$ cat src/rtl/nubus_master_sched_if.sv
// nubus_master_sched_if: requester-side and master-controller-side signals of the NuBus master scheduler.
interface nubus_master_sched_if #(
    parameter int NREQ = 4,
    parameter int IDXW = 2
);
    logic            nub_ackn;
    logic            nub_tm1n;
    logic            nub_tm0n;
    logic [NREQ-1:0] req_valid;
    logic [NREQ-1:0] req_lock;
    logic [NREQ-1:0] req_done;
    logic [1:0]      req_status;
    logic [IDXW-1:0] grant_idx;
    logic            grant_act;
    logic            cpu_valid;
    logic            cpu_lock;
    logic            mst_arbcy;
    logic            mst_owner;
    logic            mst_dtacy;
    logic            wdog_err;

    modport master (
        input  nub_ackn, nub_tm1n, nub_tm0n, req_valid, req_lock, mst_arbcy, mst_owner, mst_dtacy,
        output req_done, req_status, grant_idx, grant_act, cpu_valid, cpu_lock, wdog_err
    );

    modport slave (
        output nub_ackn, nub_tm1n, nub_tm0n, req_valid, req_lock, mst_arbcy, mst_owner, mst_dtacy,
        input  req_done, req_status, grant_idx, grant_act, cpu_valid, cpu_lock, wdog_err
    );
endinterface

$ cat src/rtl/nubus_master_sched.sv
// nubus_master_sched: round-robin scheduler sharing one NuBus master controller among NREQ requesters,
// with try-again-later retry/backoff, a transaction watchdog and per-requester done/status.
module nubus_master_sched #(
    parameter int NREQ      = 4,
    parameter int IDXW      = 2,
    parameter int MAX_RETRY = 7,
    parameter int BACKOFF   = 16,
    parameter int WDOG      = 255
) (
    input logic                  i_nub_clkn,
    input logic                  i_nub_resetn,
    nubus_master_sched_if.master io_bus
);
    localparam int RW = (MAX_RETRY > 0) ? $clog2(MAX_RETRY + 1) : 1;
    localparam int BW = (BACKOFF > 1) ? $clog2(BACKOFF) : 1;
    localparam int WW = (WDOG > 1) ? $clog2(WDOG) : 1;
    localparam logic [RW-1:0]   RETRY_MAX = RW'(MAX_RETRY);
    localparam logic [BW-1:0]   BO_LAST   = BW'((BACKOFF > 0) ? BACKOFF - 1 : 0);
    localparam logic [WW-1:0]   WD_LAST   = WW'((WDOG > 0) ? WDOG - 1 : 0);
    localparam logic [IDXW:0]   NQ        = (IDXW + 1)'(NREQ);
    localparam logic [IDXW-1:0] LAST_IDX  = IDXW'(NREQ - 1);

    typedef enum logic [2:0] {S_IDLE, S_ISSUE, S_WAIT_OWN, S_WAIT_ACK, S_BACKOFF, S_DONE} state_t;

    state_t            r_state;
    state_t            w_next;
    logic [IDXW-1:0]   r_rr;
    logic [IDXW-1:0]   r_winner;
    logic              r_lock;
    logic [RW-1:0]     r_retry;
    logic [BW-1:0]     r_boff;
    logic [WW-1:0]     r_wdog;
    logic [1:0]        r_status;
    logic              r_wdog_err;
    logic [2*NREQ-1:0] w_dbl;
    logic [IDXW-1:0]   w_off;
    logic [IDXW-1:0]   w_pick;
    logic [IDXW:0]     w_sum;
    logic              w_mst_idle;
    logic              w_ack;
    logic [1:0]        w_st;
    logic              w_retry;
    logic              w_wd_run;
    logic              w_expire;

    assign w_mst_idle = ~(io_bus.mst_arbcy | io_bus.mst_owner | io_bus.mst_dtacy);
    assign w_ack      = io_bus.mst_dtacy & ~io_bus.nub_ackn;
    assign w_st       = {~io_bus.nub_tm1n, ~io_bus.nub_tm0n};
    assign w_retry    = (w_st == 2'b11) && (r_retry < RETRY_MAX);
    assign w_wd_run   = (r_state == S_ISSUE) || (r_state == S_WAIT_OWN) || (r_state == S_WAIT_ACK);
    assign w_expire   = (WDOG != 0) && w_wd_run && (r_wdog == WD_LAST);

    // Rotate the request vector so bit 0 is the rr pointer, take the lowest set bit, rotate back.
    always_comb begin
        w_dbl = {io_bus.req_valid, io_bus.req_valid} >> r_rr;
        w_off = '0;
        for (int k = NREQ - 1; k >= 0; k--) w_off = w_dbl[k] ? IDXW'(k) : w_off;
        w_sum  = {1'b0, r_rr} + {1'b0, w_off};
        w_pick = (w_sum >= NQ) ? IDXW'(w_sum - NQ) : w_sum[IDXW-1:0];
    end

    always_ff @(posedge i_nub_clkn or negedge i_nub_resetn) begin
        if (!i_nub_resetn) r_state <= S_IDLE;
        else               r_state <= w_next;
    end

    // An ACK in the same cycle as watchdog expiry wins: the slave did answer.
    always_comb begin
        w_next = r_state;
        case (r_state)
            S_IDLE:     w_next = (|io_bus.req_valid && w_mst_idle) ? S_ISSUE : S_IDLE;
            S_ISSUE:    w_next = w_expire ? S_DONE : io_bus.mst_arbcy ? S_WAIT_OWN : S_ISSUE;
            S_WAIT_OWN: w_next = w_expire ? S_DONE : io_bus.mst_owner ? S_WAIT_ACK : S_WAIT_OWN;
            S_WAIT_ACK: w_next = w_ack ? (w_retry ? S_BACKOFF : S_DONE) : w_expire ? S_DONE : S_WAIT_ACK;
            S_BACKOFF:  w_next = (r_boff == BO_LAST && w_mst_idle) ? S_ISSUE : S_BACKOFF;
            default:    w_next = S_IDLE;
        endcase
    end

    always_ff @(posedge i_nub_clkn or negedge i_nub_resetn) begin
        if (!i_nub_resetn) begin
            r_rr       <= '0;
            r_winner   <= '0;
            r_lock     <= 1'b0;
            r_retry    <= '0;
            r_boff     <= '0;
            r_wdog     <= '0;
            r_status   <= 2'b00;
            r_wdog_err <= 1'b0;
        end else begin
            if (r_state == S_IDLE && w_next == S_ISSUE) begin
                r_winner <= w_pick;
                r_lock   <= io_bus.req_lock[w_pick];
            end
            r_wdog <= (w_next == S_ISSUE && r_state != S_ISSUE) ? '0 : w_wd_run ? r_wdog + 1'b1 : r_wdog;
            r_boff <= (r_state != S_BACKOFF) ? '0 : (r_boff == BO_LAST) ? r_boff : r_boff + 1'b1;
            if (r_state == S_WAIT_ACK && w_ack) begin
                r_status <= w_st;
                if (w_retry) r_retry <= r_retry + 1'b1;
            end else if (w_expire) begin
                r_status   <= 2'b10;
                r_wdog_err <= 1'b1;
            end
            if (r_state == S_DONE) begin
                r_retry <= '0;
                r_rr    <= (r_winner == LAST_IDX) ? '0 : r_winner + 1'b1;
            end
        end
    end

    always_comb begin
        io_bus.grant_act  = r_state != S_IDLE;
        io_bus.grant_idx  = r_winner;
        io_bus.cpu_valid  = r_state == S_ISSUE;
        io_bus.cpu_lock   = r_lock && (r_state != S_IDLE);
        io_bus.req_done   = (r_state == S_DONE) ? ({{(NREQ-1){1'b0}}, 1'b1} << r_winner) : '0;
        io_bus.req_status = (r_state == S_DONE) ? r_status : 2'b00;
        io_bus.wdog_err   = r_wdog_err;
    end
endmodule
$ cat src/flat_wrapper.sv
// flat-port wrapper written by rule: the top's interface ports become plain ports
module nubus_master_sched_flat 
#(
    parameter int NREQ      = 4,
    parameter int IDXW      = 2,
    parameter int MAX_RETRY = 7,
    parameter int BACKOFF   = 16,
    parameter int WDOG      = 255
)
  (i_nub_clkn, i_nub_resetn, io_bus_nub_ackn, io_bus_nub_tm1n, io_bus_nub_tm0n, io_bus_req_valid, io_bus_req_lock, io_bus_mst_arbcy, io_bus_mst_owner, io_bus_mst_dtacy, io_bus_req_done, io_bus_req_status, io_bus_grant_idx, io_bus_grant_act, io_bus_cpu_valid, io_bus_cpu_lock, io_bus_wdog_err);
  nubus_master_sched_if #(.NREQ(NREQ), .IDXW(IDXW)) io_bus_i ();
  input logic i_nub_clkn;
  input logic i_nub_resetn;
  input wire logic [$bits(io_bus_i.nub_ackn)-1:0] io_bus_nub_ackn;
  input wire logic [$bits(io_bus_i.nub_tm1n)-1:0] io_bus_nub_tm1n;
  input wire logic [$bits(io_bus_i.nub_tm0n)-1:0] io_bus_nub_tm0n;
  input wire logic [$bits(io_bus_i.req_valid)-1:0] io_bus_req_valid;
  input wire logic [$bits(io_bus_i.req_lock)-1:0] io_bus_req_lock;
  input wire logic [$bits(io_bus_i.mst_arbcy)-1:0] io_bus_mst_arbcy;
  input wire logic [$bits(io_bus_i.mst_owner)-1:0] io_bus_mst_owner;
  input wire logic [$bits(io_bus_i.mst_dtacy)-1:0] io_bus_mst_dtacy;
  output wire logic [$bits(io_bus_i.req_done)-1:0] io_bus_req_done;
  output wire logic [$bits(io_bus_i.req_status)-1:0] io_bus_req_status;
  output wire logic [$bits(io_bus_i.grant_idx)-1:0] io_bus_grant_idx;
  output wire logic [$bits(io_bus_i.grant_act)-1:0] io_bus_grant_act;
  output wire logic [$bits(io_bus_i.cpu_valid)-1:0] io_bus_cpu_valid;
  output wire logic [$bits(io_bus_i.cpu_lock)-1:0] io_bus_cpu_lock;
  output wire logic [$bits(io_bus_i.wdog_err)-1:0] io_bus_wdog_err;
  assign io_bus_i.nub_ackn = io_bus_nub_ackn;
  assign io_bus_i.nub_tm1n = io_bus_nub_tm1n;
  assign io_bus_i.nub_tm0n = io_bus_nub_tm0n;
  assign io_bus_i.req_valid = io_bus_req_valid;
  assign io_bus_i.req_lock = io_bus_req_lock;
  assign io_bus_i.mst_arbcy = io_bus_mst_arbcy;
  assign io_bus_i.mst_owner = io_bus_mst_owner;
  assign io_bus_i.mst_dtacy = io_bus_mst_dtacy;
  assign io_bus_req_done = io_bus_i.req_done;
  assign io_bus_req_status = io_bus_i.req_status;
  assign io_bus_grant_idx = io_bus_i.grant_idx;
  assign io_bus_grant_act = io_bus_i.grant_act;
  assign io_bus_cpu_valid = io_bus_i.cpu_valid;
  assign io_bus_cpu_lock = io_bus_i.cpu_lock;
  assign io_bus_wdog_err = io_bus_i.wdog_err;
  nubus_master_sched #(.NREQ(NREQ), .IDXW(IDXW), .MAX_RETRY(MAX_RETRY), .BACKOFF(BACKOFF), .WDOG(WDOG)) u_core (.i_nub_clkn(i_nub_clkn), .i_nub_resetn(i_nub_resetn), .io_bus(io_bus_i));
endmodule
$ cat config.mk
export PLATFORM = sky130hd
export DESIGN_NAME = nubus_master_sched_flat
export DESIGN_NICKNAME = d
export VERILOG_FILES = /design/src/rtl/nubus_master_sched_if.sv /design/src/rtl/nubus_master_sched.sv /design/src/flat_wrapper.sv
export SDC_FILE = /design/constraint.sdc
export NUM_CORES = 1
export LEC_CHECK = 0
export CAP_MARGIN = 10
export CORE_AREA = 2 2 66 68
export CTS_BUF_LIST = sky130_fd_sc_hd__clkbuf_4
export CTS_CLUSTER_SIZE = 8
export DETAILED_ROUTE_END_ITERATION = 10
export DIE_AREA = 0 0 68 70
export SLEW_MARGIN = 20
export SYNTH_ARGS = -nofsm -noshare
export SYNTH_HDL_FRONTEND = slang
export SYNTH_SLANG_ARGS = --single-unit
export TNS_END_PERCENT = 100
$ cat constraint.sdc
create_clock -name i_nub_clkn -period 1.79 [get_ports i_nub_clkn]
set_input_delay 0.179 -clock i_nub_clkn [delete_from_list [all_inputs] [get_ports i_nub_clkn]]
set_output_delay 0.179 -clock i_nub_clkn [all_outputs]
set_load 0.02 [all_outputs]
## Word-level counts from Yosys, hierarchy flattened

Cells that the tools add are included.

- Equal/unequal tests: 13
- Mux-type cells: 29
- Reductions and logical operators: 19
- Bitwise gates (word level): 8
- $lt $le $gt $ge: 3
- Add/sub/neg operators: 6
- Shift operators: 2

Operators by type and width:

| kind | number |
|---|---|
| two-way mux 3 bit | 8 |
| two-way mux 2 bit | 10 |
| two-way mux 8 bit | 2 |
| case mux 3 bit (5 select lines) | 1 |
| two-way mux 4 bit | 3 |
| adder 8 x 1 -> 8 bit (second input constant) | 1 |
| == test 8 bit (second input constant) | 1 |
| logical AND 1 bit | 8 |
| nonzero test 2 bit | 4 |
| >> shifter 8 x 2 -> 4 bit | 1 |
| == test 3 x 1 -> 1 bit (second input constant) | 2 |
| == test 3 x 2 -> 1 bit (second input constant) | 2 |
| == test 3 bit (second input constant) | 2 |
| NOT 1 bit | 5 |
| adder 4 x 1 -> 4 bit (second input constant) | 1 |
| == test 2 bit (second input constant) | 2 |
| == test 4 bit (second input constant) | 1 |
| two-way mux 1 bit | 4 |
| AND reduction 2 bit | 2 |
| OR reduction 4 bit | 1 |
| << shifter 1 x 2 -> 4 bit (first input constant) | 1 |
| adder 2 x 2 -> 3 bit | 1 |
| adder 3 x 1 -> 3 bit (second input constant) | 1 |
| greater-or-equal comparator 3 bit (second input constant) | 1 |
| other kinds (13) | 15 |

- Bits of input ports: 16
- Register bits: 26

## Longest topological paths before layout

- Depth in word-level cells: 10
- Mapped depth: 10
- Depth with buffers taken out: 10

## Worst setup path before layout

No wires, ideal clock.

- Kind: register -> register
- Start point: reg u_core.r_rr[1]
- End point: reg u_core.r_lock
- Cell stages (with the launch flop): 10
- Data arrival time: 1.911 ns
- Path slack: -0.189 ns
- Period minus slack after synthesis: 1.979 ns
- Cell sequence: dfrtp_1 > o21ai_0 > a21oi_1 > o21ai_0 > o21ai_0 > ha_1 > mux2i_1 > or2_2 > a211o_1 > nand3_1

- Word-level cells in the longest chain between the ends: 10
- Elaborated cells on any way between the ends: 11
- Those cells by class: add/sub (2); order compare (1); shift (1); mux (7)

RTL lines:

| what | RTL line | text |
|---|---|---|
| start: declaration | nubus_master_sched.sv:27 | `logic [IDXW-1:0] r_rr;` |
| start signal: assignment | nubus_master_sched.sv:106 | `r_rr <= (r_winner == LAST_IDX) ? '0 : r_winner + 1'b1;` |
| >> shifter 8 x 2 -> 4 bit | nubus_master_sched.sv:55 | `w_dbl = {io_bus.req_valid, io_bus.req_valid} >> r_rr;` |
| two-way mux 2 bit (4 in a row) | nubus_master_sched.sv:57 | `for (int k = NREQ - 1; k >= 0; k--) w_off = w_dbl[k] ? IDXW'(k) : w_off;` |
| adder 2 x 2 -> 3 bit * | nubus_master_sched.sv:58 | `w_sum = {1'b0, r_rr} + {1'b0, w_off};` |
| greater-or-equal comparator 3 bit / subtractor 2 x 1 -> 2 bit (equally long branches) | nubus_master_sched.sv:59 | `w_pick = (w_sum >= NQ) ? IDXW'(w_sum - NQ) : w_sum[IDXW-1:0];` |
| two-way mux 2 bit * | nubus_master_sched.sv:59 |  |
| net u_core.w_pick[0] | nubus_master_sched.sv:37 | `logic [IDXW-1:0] w_pick;` |
| binary-select mux 1 bit (select 2 bit) * | nubus_master_sched.sv:93 | `r_lock <= io_bus.req_lock[w_pick];` |
| two-way mux 1 bit (implied by the code) * | nubus_master_sched.sv:93 |  |
| end signal: assignment | nubus_master_sched.sv:93 |  |
| end: declaration | nubus_master_sched.sv:29 | `logic r_lock;` |

The timed path passes the listed nets; every way through them passes the cells marked *. The select of a mux whose other input is x is not followed.
A chain may end at the register's enable or synchronous reset.

## Worst setup path after layout

Ends and elaborated chain as after synthesis.

==> impl_metrics.py <==
metrics = {
    "status": {
        "status": "finished, violations left",
        "violations": "negative setup slack",
    },
    "synthesis": {
        "syn-instance-count": 171,
        "ys_seq_elements": 26,
        "synth-edff-count": 0,
        "synth_cell_types": 42,
        "yosys.area_share.xor_xnor_pct": 5.64,
        "ys_warn_count": 0,
        "async_flop_share_pct": 100,
        "synth_top_area_cell": "dfrtp_1",
        "yosysTopAreaCellShare_pct": 41.9,
        "muxShareOfSynthArea_pct": 4.03,
        "synth-main-ff-cell": "dfrtp_1",
        "syn_avg_cell_area_um2": 9.09,
        "synth_area_um2": 1550,
        "synth_top_family_by_area": "simple AND/OR/NAND/NOR gates",
        "synth_area_leaders": "dfrtp_1 (42%), nor2_1 (7.5%), ha_1 (7.2%), nand2_1 (3.4%), xor2_1 (3.4%)",
        "synthSimpleGateAreaFrac_pct": 25.8,
        "synth_compound_area_share_pct": 13.5,
        "synth_nets": 196,
        "yosys.area_share.adder_pct": 7.25,
        "yosysSeqAreaShare_pct": 41.9,
    },
    "clock_network": {
        "root_buffer": "clkbuf_4",
        "cts_buffers": 3,
        "cts_buffer_depth": 2,
        "postCtsHoldBufs": 0,
        "clock_latency_ns": 0.32,
        "htree_num_levels": 1,
        "cts_tree": "yes",
        "clk_pin_slew_ns": 0.14,
        "clock_sinks": 26,
    },
    "setup_path": {
        "crit_path_frequent_cell": "o21ai_1",
        "critPathMaxFanout": 4,
        "cp.arrival_ns": 2.32,
        "endpoint_kind": "flop",
        "worstPathCellList": "o21ai_1, a21oi_1, o21ai_1, o21ai_1, ha_1, mux2i_1, or2_4, a211o_1, nand3_2",
        "worstSetupPathType": "reg2reg",
        "worst_setup_path_start_kind": "flop",
        "cpPeakStageDelay_ns": 0.46,
        "crit_path_top_delay_cell": "dfrtp_2",
        "cp_data_required_time_ns": 2.07,
    },
    "routing": {
        "drc": 0,
        "vias_per_cell": 5.01,
        "routed_wl_mm": 3.66,
        "wl_met3_um": 99,
        "drt_iter0_markers": 68,
        "m1WireLength_mm": 1.65,
        "dr_wl_met2_mm": 1.85,
        "vias": 1394,
        "dr.max_layer_used": "met4",
        "drtPass1Iterations": 4,
        "postRouteAntennaNets": 0,
        "drt-wirelength-per-cell_um": 13.2,
    },
    "global_routing": {
        "grt_pass1_wl_mm": 6.20,
        "grt_max_degree": 27,
        "grt_pass1_vias": 1435,
        "grt-ovfl-total": 0,
        "grt_antenna_before_repair": 0,
        "track_usage_pct": 16.9,
    },
    "pwr": {
        "p_seq_share_pct": 37.2,
        "p_leak_uw": 0.00101,
        "pwr_density_cell_nw_per_um2": 1280,
        "p_switching_uw": 1080,
        "intPower_uw": 1670,
        "clkPwrFrac_pct": 9.3,
        "peakVddDrop_v": 0.000776,
        "swShare_pct": 39.3,
        "p_comb_share_pct": 53.4,
    },
    "floorplan": {
        "core-area_um2": 4140,
        "die_y_um": 70,
        "die_w_um": 68,
        "num_rows": 24,
        "dieArea_um2": 4760,
        "io_pins": 28,
        "start_util_pct": 37.5,
    },
    "timing": {
        "setup_viol": 2,
        "rsz0062_at_grt": "yes",
        "max_freq_mhz": 490,
        "drv_slew": 0,
        "whs_ns": 0.199,
        "skew_ns": 0.00427,
        "finalCritPeriodShare_pct": 114,
        "min_period_ns": 2.04,
        "worst_pin_slew_ns": 0.403,
        "timing.final.ws_setup_ns": -0.251,
        "relSlewSlack_pct": 73.1,
        "final_hold_viol_count": 0,
    },
    "cells_and_area": {
        "areaGrowthSynthToFinish_pct": 38.6,
        "drive_above_1_share_pct": 25.7,
        "final_nets": 252,
        "final_util_pct": 52.0,
        "antenna_cells": 0,
    },
    "run": {
        "drv_cap": 0,
    },
    "place": {
        "post-dp-hpwl_mm": 2.83,
        "place_congestion": 0.791,
        "port_buffers": 27,
    },
    "hold_path": {
        "min-delay-path-class": "in2async",
    },
}
==> Yosys cell counts (2+ instances only) <==
cell type / count
mux2i_1: 4
a211o_1: 2
nor3_1: 2
nand3_1: 5
mux2_2: 2
nor2_1: 31
and3_1: 7
xnor2_1: 4
o22ai_1: 2
ha_1: 9
xor2_1: 6
a21oi_1: 5
a21o_1: 2
clkbuf_1: 3
nor2b_1: 4
dfrtp_1: 26
or2_2: 4
and2_1: 2
nand4_1: 4
o21ai_0: 8
inv_1: 5
nand2_1: 14
==> placed cells by master, fill, tap and decap left out, drive strengths merged, types with 6 or more instances in the layout <==
master and count:
and3 7, o21ai 8, nor2 32, buf 28
nand2 14, xor2 6, ha 9, dfrtp 26
clkdlybuf4s50 18
==> final timing paths <==
check	from	end	slack (ns)	cells after the start
min in group i_nub_clkn	io_bus_nub_tm1n	u_core.r_status[1]	0.46	2
min	i_nub_resetn	u_core.r_status[0]	0.20	2
max reg2reg	u_core.r_rr[1]	u_core.r_lock	-0.25	9
max	u_core.r_rr[1]	u_core.r_lock	-0.25	9
min reg2reg	u_core.io_bus.wdog_err	u_core.io_bus.wdog_err	0.47	1
max in group asynchronous	i_nub_resetn	u_core.r_rr[1]	1.33	2
==> power groups by stage <==
stage,sequential [µW],combinational (µW),clock [µW]
5_1_grt,1060,1630,302
3_5_place_dp,1020,1310,0
4_1_cts,1020,1310,264
3_3_place_gp,1020,1260,0
2_1_floorplan,1010,795,0
6_report,1020,1470,256
==> through the flow <==
stage	setup slack [ns]	area [µm²]	setup TNS (ns)	cells	power, µW
after CTS	-0.252	2080	-0.252	273	2600
after global placement	-0.523	2030	-0.738	267	2280
final	-0.251	2150	-0.340	278	2750
after detailed placement	-0.635	2030	-1.04	267	2330
after floorplan	-0.148	1560	-0.148	171	1800
after global routing	-0.354	2150	-0.618	278	2990
==> layer usage <==
layer	global-route usage [%]	up-vias
met5	0	-
met4	6.44	0
met3	2.90	5
met2	28.5	24
met1	20.9	654
li1	-	711
==> critical path, delay by kind of cell, from the launching register on <==
family / cells / cell delay, ns
AOI/OAI and AO/OA: 5 / 0.75
muxes: 1 / 0.15
and+or+nand+nor: 2 / 0.29
DFF: 1 / 0.46
adders and majority gates: 1 / 0.35
==> layout make-up <==
class,count,area [µm²]
fill,388,1990
multi-input combinational,137,913
sequential,26,653
timing repair buffer,54,477
tap,52,65.1
clock buffer,3,22.5
inverter,5,18.8
clock inverter,1,3.75
==> cells by family after synthesis <==
group	Yosys count
flops	26
compound gates	31
buf+inv	8
xor+xnor	10
fa+ha+maj	9
simple gates	81
mux	6
==> sequential cells by signal, summed over array words and instances (netlist names) <==
| signal | count |
|---|---|
| u_core.io_bus.grant_idx | 2 |
| u_core.io_bus.wdog_err | 1 |
| u_core.r_boff | 4 |
| u_core.r_lock | 1 |
| u_core.r_retry | 3 |
| u_core.r_rr | 2 |
| u_core.r_state | 3 |
| u_core.r_status | 2 |
| u_core.r_wdog | 8 |
==> timing repair <==
| item | 4_1_cts | 5_1_grt |
|---|---|---|
| buffers inserted | 2 | 5 |
| endpoints found under the setup margin | 10 | 18 |
| pin swaps | 5 | 8 |
| gates resized for setup | 24 | 16 |
(Power assumes the default switching activity.)
==> patch 1 (config.mk and constraints unchanged) <==
Encoding of `state_t`: now one-hot (6 bits for 6 states).
--- a/src/rtl/nubus_master_sched.sv
+++ b/src/rtl/nubus_master_sched.sv
@@ -21,5 +21,5 @@
     localparam logic [IDXW-1:0] LAST_IDX  = IDXW'(NREQ - 1);
 
-    typedef enum logic [2:0] {S_IDLE, S_ISSUE, S_WAIT_OWN, S_WAIT_ACK, S_BACKOFF, S_DONE} state_t;
+    typedef enum logic [5:0] {S_IDLE = 6'b000001, S_ISSUE = 6'b000010, S_WAIT_OWN = 6'b000100, S_WAIT_ACK = 6'b001000, S_BACKOFF = 6'b010000, S_DONE = 6'b100000} state_t;
 
     state_t            r_state;
Check against the original RTL: same outputs for any inputs over 10 cycles, from zero or initial values and one cycle with i_nub_resetn low; not proved beyond that.
==> patch 1 against the unedited design <==
- the run still ends with negative setup slack left
- wire length up 23%
- worst hold slack better by 0.043 ns
- sequential cell count up 3
- fmax down 2.0%
- worst setup slack worse by 0.043 ns
- first-iteration DRC count up 24%
- area after synthesis up 13%
- cell area up 15%
- count of clock-buffer cells in the layout up 3
- critical path type unchanged
Power is not compared: it rests on default switching activity, and its combinational part moved more than twofold at a synthesized area within 25%.
==> patch 1: results (changes against the unedited design) <==
### Status
• **result of the run** complete, but fails checks
• **violated checks** negative setup slack

### Worst hold path
• **Hold Path Class** in -> async

### Power and ir drop
• **Clock net power** 393 µW
• **static power due to leakage** 1.19 nW
• **Internal** 988 µW

### Drt
• **Detail Route Antenna Nets** 0, unchanged
• **DR WL/cell** 14.6 µm, +11%
• **Iter 0 DRT Violations** 84, +24%
• **vias per std cell** 5.35, +6.7%

### Global route
• **global-route wire length before repair** 7560 µm, +22%
• **pin count of the biggest net entering global routing** 30, +11%
• **number of antenna violations at the first check in global routing** 0, unchanged
• **global-route usage over all layers** 0.207, +0.0385
• **number of global-route vias before repair** 1,689, +18%

### Setup path
• **largest fanout of any net on the critical path** 4, unchanged
• **Register-to-Register Path Depth** 6, -3
• **CP max stage cell** sky130_fd_sc_hd__or4_4
• **data arrival time of the critical path** 2.29 ns, -0.03 ns
• **r2r endpoint** u_core.r_wdog[1]$_DFFE_PN0P_
• **delay contributed by the slowest stage of the critical path** 0.55 ns, +0.09 ns
• **startpoint of the worst setup timing path** u_core.r_state[0]$_DFF_PN1_

### Place
• **HPWL after detailed placement** 3360 µm, +18%
• **number of buffers inserted by port buffering** 27, unchanged
• **post-placement setup slack** -0.602 ns, +0.0334 ns
• **Placement Cell Area** 2280 µm², +12%
• **placed cell count** 295, +10%
• **Placer Congestion** 0.781, -1.4%

### Final layout
• **Layout fillers** 359, -7.5%
• **multi-input combinational cell area** 1070 µm², +17%
• **share of cells above drive strength 1** 0.313, +0.0559
• **Post-layout nets** 280, +11%
• **registers with the highest flip-flop counts** u_core.r_wdog x8, u_core.r_state x6, u_core.r_boff x4
• **non-filler instance count after layout** 308, +11%

### Clocking
• **clock latency on the worst-skew pair** 0.32 ns, about the same
• **clock input transition at the sequential cells of the worst setup and hold paths** 0.10 ns, -0.04 ns
• **Root Driver** sky130_fd_sc_hd__clkbuf_4
• **CTS buffer count** 5, +2
• **Clock H-tree levels** 2, +1
• **CTS max path bufs** 2, unchanged

### Logic synthesis
• **sequential area share after synthesis** 0.412, -0.00633
• **library cells used by synthesis** 45, +7.1%
• **Post-Syn Area per Cell** 9.09 µm², about the same
• **nets in the synthesized netlist** 219, +12%
• **top cells by area, synth** sky130_fd_sc_hd__dfrtp_1, sky130_fd_sc_hd__ha_1, sky130_fd_sc_hd__nor2_1, sky130_fd_sc_hd__nand2_1, sky130_fd_sc_hd__xor2_1
• **most frequent cells after synthesis** sky130_fd_sc_hd__dfrtp_1, sky130_fd_sc_hd__nor2_1, sky130_fd_sc_hd__nand2_1

### Timing
• **Final setup violation count** 18, +16
• **final setup slack of the worst path** -0.294 ns, -0.0427 ns
• **Post-Route Skew** 0.00444 ns, +0.000177 ns
• **total negative slack** -3.91 ns, -3.57 ns
• **Rel. slew slack** 0.749, +0.0176

patch 1: cell types whose count changed in the layout (fill, tap and decap cells not counted), moves of 5 or more:
| cell | before | now |
|---|---|---|
| sky130_fd_sc_hd__nand2_1 | 13 | 18 |
| sky130_fd_sc_hd__buf_6 | 2 | 14 |
| sky130_fd_sc_hd__and2_4 | 1 | 7 |
| sky130_fd_sc_hd__and3_1 | 7 | 2 |
| sky130_fd_sc_hd__nor2_1 | 31 | 23 |
| sky130_fd_sc_hd__clkdlybuf4s15_2 | 5 | 0 |
patch 1: what timing repair did:
| item | in CTS | in global routing |
|---|---|---|
| hold endpoints to repair | 0 | 0 |
| setup endpoints to repair | 22 | 26 |
| gates resized for setup | 61 | 23 |
| hold buffers | 0 | 0 |
| setup buffers | 1 | 4 |
| gates cloned | 0 | 0 |
| pin swaps | 12 | 8 |
patch 1: kinds of logic (layout without fill, tap and decap cells):
| kind of cell | count (synthesis) | after routing | share of synthesized area |
|---|---|---|---|
| flops | 29 | 29 | 0.412 |
| compound gates | 33 | 33 | 0.126 |
| fa+ha+maj | 10 | 10 | 0.0696 |
| buf+inv | 12 | 74 | 0.0298 |
| xor+xnor | 11 | 11 | 0.0546 |
| simple gates | 94 | 94 | 0.278 |
| mux | 5 | 5 | 0.0291 |
patch 1: how the worst min path moves through the flow:
stage / end / depth (start not counted) / from / slack (ns)
2_1_floorplan: u_core.io_bus.grant_idx[0]$_DFFE_PN0P_ / 0 / i_nub_resetn / -0.12
3_3_place_gp: u_core.io_bus.wdog_err$_DFFE_PN0P_ / 1 / u_core.io_bus.wdog_err$_DFFE_PN0P_ / 0.44
3_5_place_dp: u_core.io_bus.wdog_err$_DFFE_PN0P_ / 1 / u_core.io_bus.wdog_err$_DFFE_PN0P_ / 0.46
4_1_cts: u_core.r_rr[1]$_DFFE_PN0P_ / 2 / i_nub_resetn / 0.25
5_1_grt: u_core.r_rr[1]$_DFFE_PN0P_ / 2 / i_nub_resetn / 0.26
6_report: u_core.r_retry[2]$_DFFE_PN0P_ / 2 / i_nub_resetn / 0.24
patch 1: critical path, delay by kind of cell (launching register included):
kind | cells | cell delay [ns]
AO/OA/AOI/OAI | 3 | 0.41
buffers and inverters | 1 | 0.14
flip-flops | 1 | 0.39
AND/OR/NAND/NOR | 2 | 1.04
patch 1: cell type report:
type | instances | area share
Clock buffer | 6 | 0.0181
Clock inverter | 2 | 0.00403
Inverter | 7 | 0.0106
Multi-Input combinational cell | 153 | 0.430
Sequential cell | 29 | 0.293
Tap cell | 52 | 0.0262
Timing Repair Buffer | 59 | 0.218
patch 1: metal layers:
layer  routed length, µm  global-route usage
met1                1820               0.234
met4                  48              0.0444
met2                2470               0.381
met3                 165              0.0499
met5                   0                   0
==> patch 2 (config.mk and constraints unchanged) <==
Without the edit above. `IDXW` is set to 2 in 3 places; all go to 3.
--- a/src/rtl/nubus_master_sched_if.sv
+++ b/src/rtl/nubus_master_sched_if.sv
@@ -2,5 +2,5 @@
 interface nubus_master_sched_if #(
     parameter int NREQ = 4,
-    parameter int IDXW = 2
+    parameter int IDXW = 3
 );
     logic            nub_ackn;
--- a/src/rtl/nubus_master_sched.sv
+++ b/src/rtl/nubus_master_sched.sv
@@ -3,5 +3,5 @@
 module nubus_master_sched #(
     parameter int NREQ      = 4,
-    parameter int IDXW      = 2,
+    parameter int IDXW      = 3,
     parameter int MAX_RETRY = 7,
     parameter int BACKOFF   = 16,
--- a/src/flat_wrapper.sv
+++ b/src/flat_wrapper.sv
@@ -3,5 +3,5 @@
 #(
     parameter int NREQ      = 4,
-    parameter int IDXW      = 2,
+    parameter int IDXW      = 3,
     parameter int MAX_RETRY = 7,
     parameter int BACKOFF   = 16,
Ports: changed (resized io_bus_grant_idx); port bits go from 28 to 29. No check against the original RTL was run, so the function may have changed too.
==> patch 2 against the unedited design <==
- the flow still finishes with violations (negative setup slack)
- cell area is 11% higher
- fmax is 12% lower
- area after synthesis is 14% higher
- clock power is 65% higher
- sequential cell count is 2 higher
- total power is 6.5% higher
- wire length is 14% higher
- worst setup slack worse by 0.29 ns
- largest cell class unchanged
- highest routed layer unchanged
==> patch 2: results (changes against the unedited design) <==
### Status
• **result of the run** complete, but fails checks
• **violated checks** negative setup slack

### Timing
• **total negative slack** -1.12 ns, -0.775 ns
• **Hold Worst Slack** 0.205 ns, +0.00590 ns
• **final setup slack of the worst path** -0.542 ns, -0.291 ns
• **actual transition at the worst max-transition pin** 0.443 ns, +0.0405 ns
• **Final setup violation count** 3, +1
• **Post-Route Skew** 0.00967 ns, +0.00540 ns

### Drt
• **Iter 0 DRT Violations** 72, +5.9%
• **routed length on met1** 1860 µm, +12%
• **Top Layer Used** met4
• **routed wire length** 4180 µm, +14%
• **met2 wire length** 2170 µm, +17%
• **routed wire length on met3** 118 µm, +19%

### Power and ir drop
• **share of total power in combinational logic** 0.501, -0.033
• **IR Drop Worst-Case VDD** 470 µV, -39%
• **Internal** 1.80 mW, +7.8%
• **switching power** 1.13 mW, +4.4%
• **static power due to leakage** 1.12 nW, +11%

### Setup path
• **Register-to-Register Path Depth** 7, -2
• **delay contributed by the slowest stage of the critical path** 0.53 ns, +0.07 ns
• **cell family contributing the most delay on the critical path** adder cells
• **data arrival time of the critical path** 2.57 ns, +0.25 ns
• **CP max stage cell** sky130_fd_sc_hd__fa_1
• **largest fanout of any net on the critical path** 5, +1
• **category of the worst setup path capture point** register

### Global route
• **global-route wire length before repair** 7070 µm, +14%
• **number of global-route vias before repair** 1,576, +9.8%
• **met1 demand-to-capacity share in global routing** 0.252, +0.0437
• **pin count of the biggest net entering global routing** 29, +7.4%
• **global-route usage over all layers** 0.189, +0.0200
• **global-route track usage on met3** 0.0258, -0.00322

### Place
• **HPWL after detailed placement** 3050 µm, +7.7%
• **number of buffers inserted by port buffering** 28, +3.7%
• **placed cell count** 290, +8.6%
• **Placement Cell Area** 2280 µm², +12%
• **Placer Congestion** 0.727, -8.1%
• **post-placement setup slack** -0.857 ns, -0.221 ns

### Final layout
• **Layout fillers** 371, -4.4%
• **multi-input combinational cell area** 1050 µm², +15%
• **non-filler instance count after layout** 301, +8.3%
• **share of cells above drive strength 1** 0.273, +0.0165

### Logic synthesis
• **most frequent cells after synthesis** sky130_fd_sc_hd__dfrtp_1, sky130_fd_sc_hd__nor2_1, sky130_fd_sc_hd__nand2_1
• **cell count after synthesis** 190, +11%
• **sequential area share after synthesis** 0.397, -0.0221
• **nets in the synthesized netlist** 217, +11%
• **library cells used by synthesis** 46, +9.5%

### Clocking
• **clock input transition at the sequential cells of the worst setup and hold paths** 0.16 ns, +0.02 ns
• **clock latency on the worst-skew pair** 0.34 ns, +0.02 ns
• **number of instances resized during post-cts repair** 27, +13%

[patch 2: changes by cell type in the layout (fill, tap and decap cells not counted), sizes merged, moves of 3 or more]
cell	unedited run	this run
buf	28	33
nor2	32	22
nand2	14	17
and3	7	2
or2	5	2
clkbuf	4	8
clkdlybuf4s15	5	0
inv	5	11
nor3	2	9
[patch 2: cell families (layout without fill, tap and decap cells)]
group                      after synthesis  in the layout  synth area share
AOI/OAI and AO/OA                       34             34             0.135
adders and majority gates               11             11            0.0822
buffers and inverters                   15             74            0.0333
and+or+nand+nor                         85             85             0.254
muxes                                    8              8            0.0552
DFF                                     28             28             0.397
xor gates and xnor gates                 9              9            0.0446
[patch 2: cell type report]
class                           count  area share
Inverter                           11      0.0173
Tap cell                           52      0.0272
Timing Repair Buffer               59       0.199
Multi-Input combinational cell    147       0.440
Sequential cell                    28       0.294
Clock buffer                        3     0.00942
Clock inverter                      1      0.0126
